$ cat config.mk
export PLATFORM = sky130hd
export DESIGN_NAME = fpr_cdb_arbiter
export DESIGN_NICKNAME = d
export VERILOG_FILES = /design/src/rtl/fpr_cdb_arbiter_pkg.sv /design/src/rtl/rr_arbiter.sv /design/src/rtl/fpr_cdb_arbiter.sv
export SDC_FILE = /design/constraint.sdc
export NUM_CORES = 1
export LEC_CHECK = 0
export BUFFER_PORTS_ARGS = -buffer_cell sky130_fd_sc_hd__buf_2
export CORE_MARGIN = 2
export CORE_UTILIZATION = 35
export DETAILED_ROUTE_END_ITERATION = 10
export MAX_ROUTING_LAYER = met4
export PLACE_DENSITY = 0.83
export SYNTH_ARGS = -nofsm -noshare
export SYNTH_HDL_FRONTEND = slang
export SYNTH_HIERARCHICAL = 1
export SYNTH_SLANG_ARGS = --single-unit
export TNS_END_PERCENT = 5
$ cat constraint.sdc
create_clock -name clk -period 2.1 [get_ports clk]
set_input_delay 0.42 -clock clk [delete_from_list [all_inputs] [get_ports clk]]
set_output_delay 0.42 -clock clk [all_outputs]
set_load 0.01 [all_outputs]
$ cat src/rtl/fpr_cdb_arbiter_pkg.sv
// Shared CDB types plus the FPR CDB arbiter configuration.
// Unit order on the FPR CDB: 0 fdiv, 1 fmul, 2 fadd, 3 fsqrt.
package fpr_cdb_arbiter_pkg;

    localparam int ROB_WIDTH = 6;

    typedef struct packed {
        logic                 valid;
        logic [ROB_WIDTH-1:0] tag;
        logic [31:0]          data;
    } cdb_t;

    localparam int FPR_CDB_N_REQ   = 4;
    localparam int FPR_CDB_MAX_LAT = 4;

    localparam int FDIV_LAT  = 0;
    localparam int FSQRT_LAT = 0;
    localparam int FADD_LAT  = 2;
    localparam int FMUL_LAT  = 1;

    localparam logic [FPR_CDB_N_REQ-1:0][31:0] FPR_CDB_LAT = {
        32'(FSQRT_LAT), 32'(FADD_LAT), 32'(FMUL_LAT), 32'(FDIV_LAT)
    };

endpackage

$ cat src/rtl/rr_arbiter.sv
// Combinational round-robin pick: first eligible index at or after rr.
// Shared with the integer CDB arbiter.
module rr_arbiter #(
    parameter  int N  = 4,
    localparam int IW = (N > 1) ? $clog2(N) : 1
) (
    input  logic [N-1:0]  elig,
    input  logic [IW-1:0] rr,
    output logic [N-1:0]  gnt,
    output logic [IW-1:0] win
);

    logic [IW-1:0] idx;
    logic          found;

    always_comb begin
        gnt   = '0;
        win   = '0;
        idx   = '0;
        found = 1'b0;
        for (int k = 0; k < N; k++) begin
            idx = IW'((32'(rr) + 32'(k)) % 32'(N));
            if (!found && elig[idx]) begin
                found = 1'b1;
                win   = idx;
            end
        end
        gnt[win] = found;
    end

endmodule

$ cat src/rtl/fpr_cdb_arbiter.sv
// FPR CDB arbiter: grants one unit per cycle into a free fixed-latency
// result slot, samples its data LAT cycles later and broadcasts it.
module fpr_cdb_arbiter
    import fpr_cdb_arbiter_pkg::*;
#(
    parameter int                     N_REQ   = 4,
    parameter int                     MAX_LAT = 4,
    parameter logic [N_REQ-1:0][31:0] LAT     = '0
) (
    input  logic                                clk,
    input  logic                                reset_n,
    input  logic [N_REQ-1:0]                    req_valid,
    output logic [N_REQ-1:0]                    req_ready,
    input  logic [N_REQ-1:0][ROB_WIDTH-1:0]     req_tag,
    input  logic [N_REQ-1:0][31:0]              res_data,
    output cdb_t                                fpr_cdb
);

    localparam int IW = (N_REQ > 1) ? $clog2(N_REQ) : 1;
    localparam int LW = (MAX_LAT > 0) ? $clog2(MAX_LAT + 1) : 1;

    logic [MAX_LAT:0]                busy, busy_n;
    logic [MAX_LAT:0][IW-1:0]        slot_src, src_n;
    logic [MAX_LAT:0][ROB_WIDTH-1:0] slot_tag, tag_n;
    logic [IW-1:0]                   rr, rr_n;
    logic [N_REQ-1:0][LW-1:0]        lat_of;
    logic [N_REQ-1:0]                elig, gnt;
    logic [IW-1:0]                   win;
    logic [LW-1:0]                   gnt_lat;
    logic                            any_gnt;
    cdb_t                            cdb_n;

    always_comb begin
        for (int i = 0; i < N_REQ; i++) begin
            lat_of[i] = LW'(LAT[i]);
            elig[i]   = req_valid[i] && !busy[lat_of[i]];
        end
    end

    rr_arbiter #(.N(N_REQ)) u_rr (
        .elig (elig),
        .rr   (rr),
        .gnt  (gnt),
        .win  (win)
    );

    assign any_gnt   = |gnt;
    assign gnt_lat   = lat_of[win];
    assign req_ready = reset_n ? gnt : '0;

    always_comb begin
        busy_n      = busy >> 1;
        src_n       = slot_src >> IW;
        tag_n       = slot_tag >> ROB_WIDTH;
        rr_n        = rr;
        cdb_n       = fpr_cdb;
        cdb_n.valid = 1'b0;
        if (any_gnt) begin
            rr_n = (win == IW'(N_REQ - 1)) ? '0 : win + IW'(1);
        end
        // Slot L lands at index L-1 once this cycle's shift is applied.
        if (any_gnt && gnt_lat != '0) begin
            busy_n[gnt_lat - LW'(1)] = 1'b1;
            src_n[gnt_lat - LW'(1)]  = win;
            tag_n[gnt_lat - LW'(1)]  = req_tag[win];
        end
        if (busy[0]) begin
            cdb_n = '{valid: 1'b1, tag: slot_tag[0],
                      data: res_data[slot_src[0]]};
        end else if (any_gnt && gnt_lat == '0) begin
            cdb_n = '{valid: 1'b1, tag: req_tag[win],
                      data: res_data[win]};
        end
    end

    always_ff @(posedge clk) begin
        if (!reset_n) begin
            busy     <= '0;
            slot_src <= '0;
            slot_tag <= '0;
            rr       <= '0;
            fpr_cdb  <= '0;
        end else begin
            busy     <= busy_n;
            slot_src <= src_n;
            slot_tag <= tag_n;
            rr       <= rr_n;
            fpr_cdb  <= cdb_n;
        end
    end

endmodule

==> results.json <==
{
  "rows": 30,
  "chipHeight_um": 87.2,
  "drt_iter0_drc": 68,
  "drv_slew": 0,
  "arrival_ns": 2.16,
  "drtPass1Iterations": 4,
  "r2r_slack_ns": 0.12,
  "pwr-share-seq_pct": 28.1,
  "synth_ff_type": "dfxtp_1",
  "place_area_sq_mm": 0.00357,
  "hold_buffers": 0,
  "reg2reg_to": "fpr_cdb[5]$_SDFFE_PN0P_",
  "setup_ws_ns": 0.115,
  "worstSetupEndpointType": "register",
  "die-area_sq_mm": 0.00760,
  "grt_remaining_overflow": 0,
  "seq_area_frac_synth_pct": 33.9,
  "wire_per_inst_um": 17.2,
  "slew_headroom_pct": 63.4,
  "clock_latency_ns": 0.28,
  "root_buffer": "clkbuf_8",
  "power.density_mw_per_mm2": 1230,
  "rsz0062_at_grt": "false",
  "viasPerCell": 5.34,
  "cts.htree.levels": 2,
  "period_share_pct": 94.5,
  "fin_setup_tns_ns": 0,
  "die_w_um": 87.2,
  "drv_cap": 0,
  "grt_pass1_wl_um": 11700,
  "p_leak_uw": 0.00187,
  "crit_path_end": "fpr_cdb[5]$_SDFFE_PN0P_",
  "combPwrFrac_pct": 58.0,
  "synth_cell_types": 28,
  "total_power_uw": 4680,
  "avgSynthCellArea_sq_um": 13.7,
  "swShare_pct": 34.9,
  "clkPwrFrac_pct": 13.9,
  "cts_buffers": 5,
  "crit_path_max_incr_delay_ns": 0.51,
  "ir_worst_vdd_v": 0.000568,
  "max_freq_mhz": 504,
  "grt_pass1_vias": 2573,
  "finalInstanceArea_sq_mm": 0.00380,
  "io_pins": 201,
  "worstHoldPathType": "input pin to register",
  "layout-area-overhead-vs-synth_pct": 57.1,
  "p_int_uw": 3040,
  "hold_viol": 0,
  "port_buffers": 200,
  "start_kind": "register",
  "place_congestion": 0.848,
  "antenna_found_initial": 0,
  "syn_nets": 335,
  "grt_start_max_net_pins": 25,
  "cts_buffer_depth": 2,
  "finalSetupViolations": 0,
  "cpMaxStageDelayCell": "mux4_2",
  "coreArea_sq_mm": 0.00676,
  "clk_pin_slew_ns": 0.08,
  "crit_start": "rr[0]$_SDFFE_PN0P_",
  "syn_inst": 176,
  "final_cell_mix": "buf_2 (200), dfxtp_1 (39), mux4_2 (38), a22o_1 (38), buf_4 (10)",
  "synth.cell_area_sq_mm": 0.00242,
  "vias": 2484,
  "nNetsFinal": 543,
  "worstSetupPathType": "register to register",
  "drc": 0,
  "period_needed_ns": 1.98,
  "drive_gt1_share_pct": 71.7,
  "layout_commonest_cell": "buf_2",
  "r2r_start": "rr[0]$_SDFFE_PN0P_",
  "cts.sinks": 41,
  "postRouteWirelength_um": 8000,
  "initial_core_util_pct": 35.8,
  "whs_ns": 0.448,
  "cp_cell_sequence": "nand2b_4 -> o21ai_2 -> a211oi_4 -> buf_6 -> buf_12 -> mux4_2 -> a22o_1",
  "ant_nets": 0,
  "p_sw_uw": 1630,
  "grtUsageTotal_pct": 20.8,
  "outcome": "complete, no violations",
  "num_antenna_cells": 0,
  "synthArstFlopShare_pct": 0,
  "worstMarginPinSlew_ns": 0.548,
  "yosys_warnings": 6,
  "fillCellCount": 602,
  "ys_ff_latch": 41,
  "clock_skew_ns": 0.00369,
  "cts_tree": "built",
  "dp_hpwl_um": 6070,
  "pre_cts_slack_ns": -0.150,
  "reg2reg_depth": 7,
  "synth_edf_count": 0,
  "cp_max_fo": 12,
  "required_ns": 2.28
}
metrics by stage:
step / util, % / std cells
4_1_cts: 55.7 / 464
3_5_place_dp: 52.8 / 450
2_1_floorplan: - / 176
5_1_grt: 56.3 / 465
6_report: 56.3 / 465
3_3_place_gp: 52.8 / 450
worst min path at each step:
stage	start	to	cells past startpoint
2_1_floorplan	rr[0]$_SDFFE_PN0P_	rr[0]$_SDFFE_PN0P_	2
3_3_place_gp	fpr_cdb[22]$_SDFFE_PN0P_	fpr_cdb[22]$_SDFFE_PN0P_	1
3_5_place_dp	fpr_cdb[21]$_SDFFE_PN0P_	fpr_cdb[21]$_SDFFE_PN0P_	1
4_1_cts	reset_n	rr[0]$_SDFFE_PN0P_	2
5_1_grt	reset_n	rr[0]$_SDFFE_PN0P_	2
6_report	reset_n	rr[0]$_SDFFE_PN0P_	2
state kept, by name, indices dropped and copies added, names as in the netlist:
register,count
fpr_cdb,39
rr,2
cell usage after synthesis (2+ instances only):
library cell / n / area (sq um)
dfxtp_1: 41 / 821
a22o_1: 38 / 333
mux4_2: 38 / 856
buf_2: 7 / 35.0
buf_6: 7 / 78.8
and2_1: 5 / 31.3
a21oi_1: 4 / 20.0
inv_1: 4 / 15.0
nor2_1: 4 / 15.0
clkbuf_1: 3 / 11.3
nor2b_1: 3 / 18.8
a211oi_2: 2 / 25.0
nand2_1: 2 / 7.51
nand2b_1: 2 / 12.5
nor3_1: 2 / 10.0
o21ai_0: 2 / 10.0
what timing repair did:
item | 4_1_cts | 5_1_grt
cloned | 2 | 1
endpoints found under the setup margin | 38 | 38
pin swaps | 2 | 0
gates resized for setup | 4 | 5
setup buffers | 4 | 0
layout make-up:
type	instances	area [sq um]	share of cell area [%]
clock buffers	7	86.3	2.27
clock inverters	1	30.0	0.790
inverters	4	15.0	0.395
multi-input cells	114	1500	39.6
flip-flops and latches	41	826	21.7
well taps	80	100	2.63
repair buffers	218	1240	32.6
worst max-delay path: cells and delay by family, from the launching register on:
family / cells / cell delay, ns
AOI/OAI and AO/OA: 3 / 0.50
buffers and inverters: 2 / 0.33
muxes: 1 / 0.51
DFF: 1 / 0.39
and+or+nand+nor: 1 / 0.14
cells by family after synthesis:
logic type / share of synthesized area (%)
adder cells (fa/ha/maj): 0.517
AND/OR/NAND/NOR: 5.64
AO/OA/AOI/OAI: 18.0
flip-flops: 33.9
buffers and inverters: 6.10
multiplexers: 35.8
power by group through the flow:
stage / clock network [uW] / registers (uW) / logic, uW
5_1_grt: 698 / 1350 / 2930
6_report: 649 / 1320 / 2710
3_3_place_gp: 0 / 1310 / 2440
2_1_floorplan: 0 / 1420 / 1560
4_1_cts: 671 / 1310 / 2680
3_5_place_dp: 0 / 1320 / 2510
per-layer routing:
layer	global-route usage (%)	routed length, um	vias to the layer above
met5	-	0	-
met4	7.41	102	0
met3	3.79	444	8
met2	37.7	4350	125
met1	22.6	3100	1206
li1	-	-	1145
No activity file was read; power rests on OpenSTA's default activity.
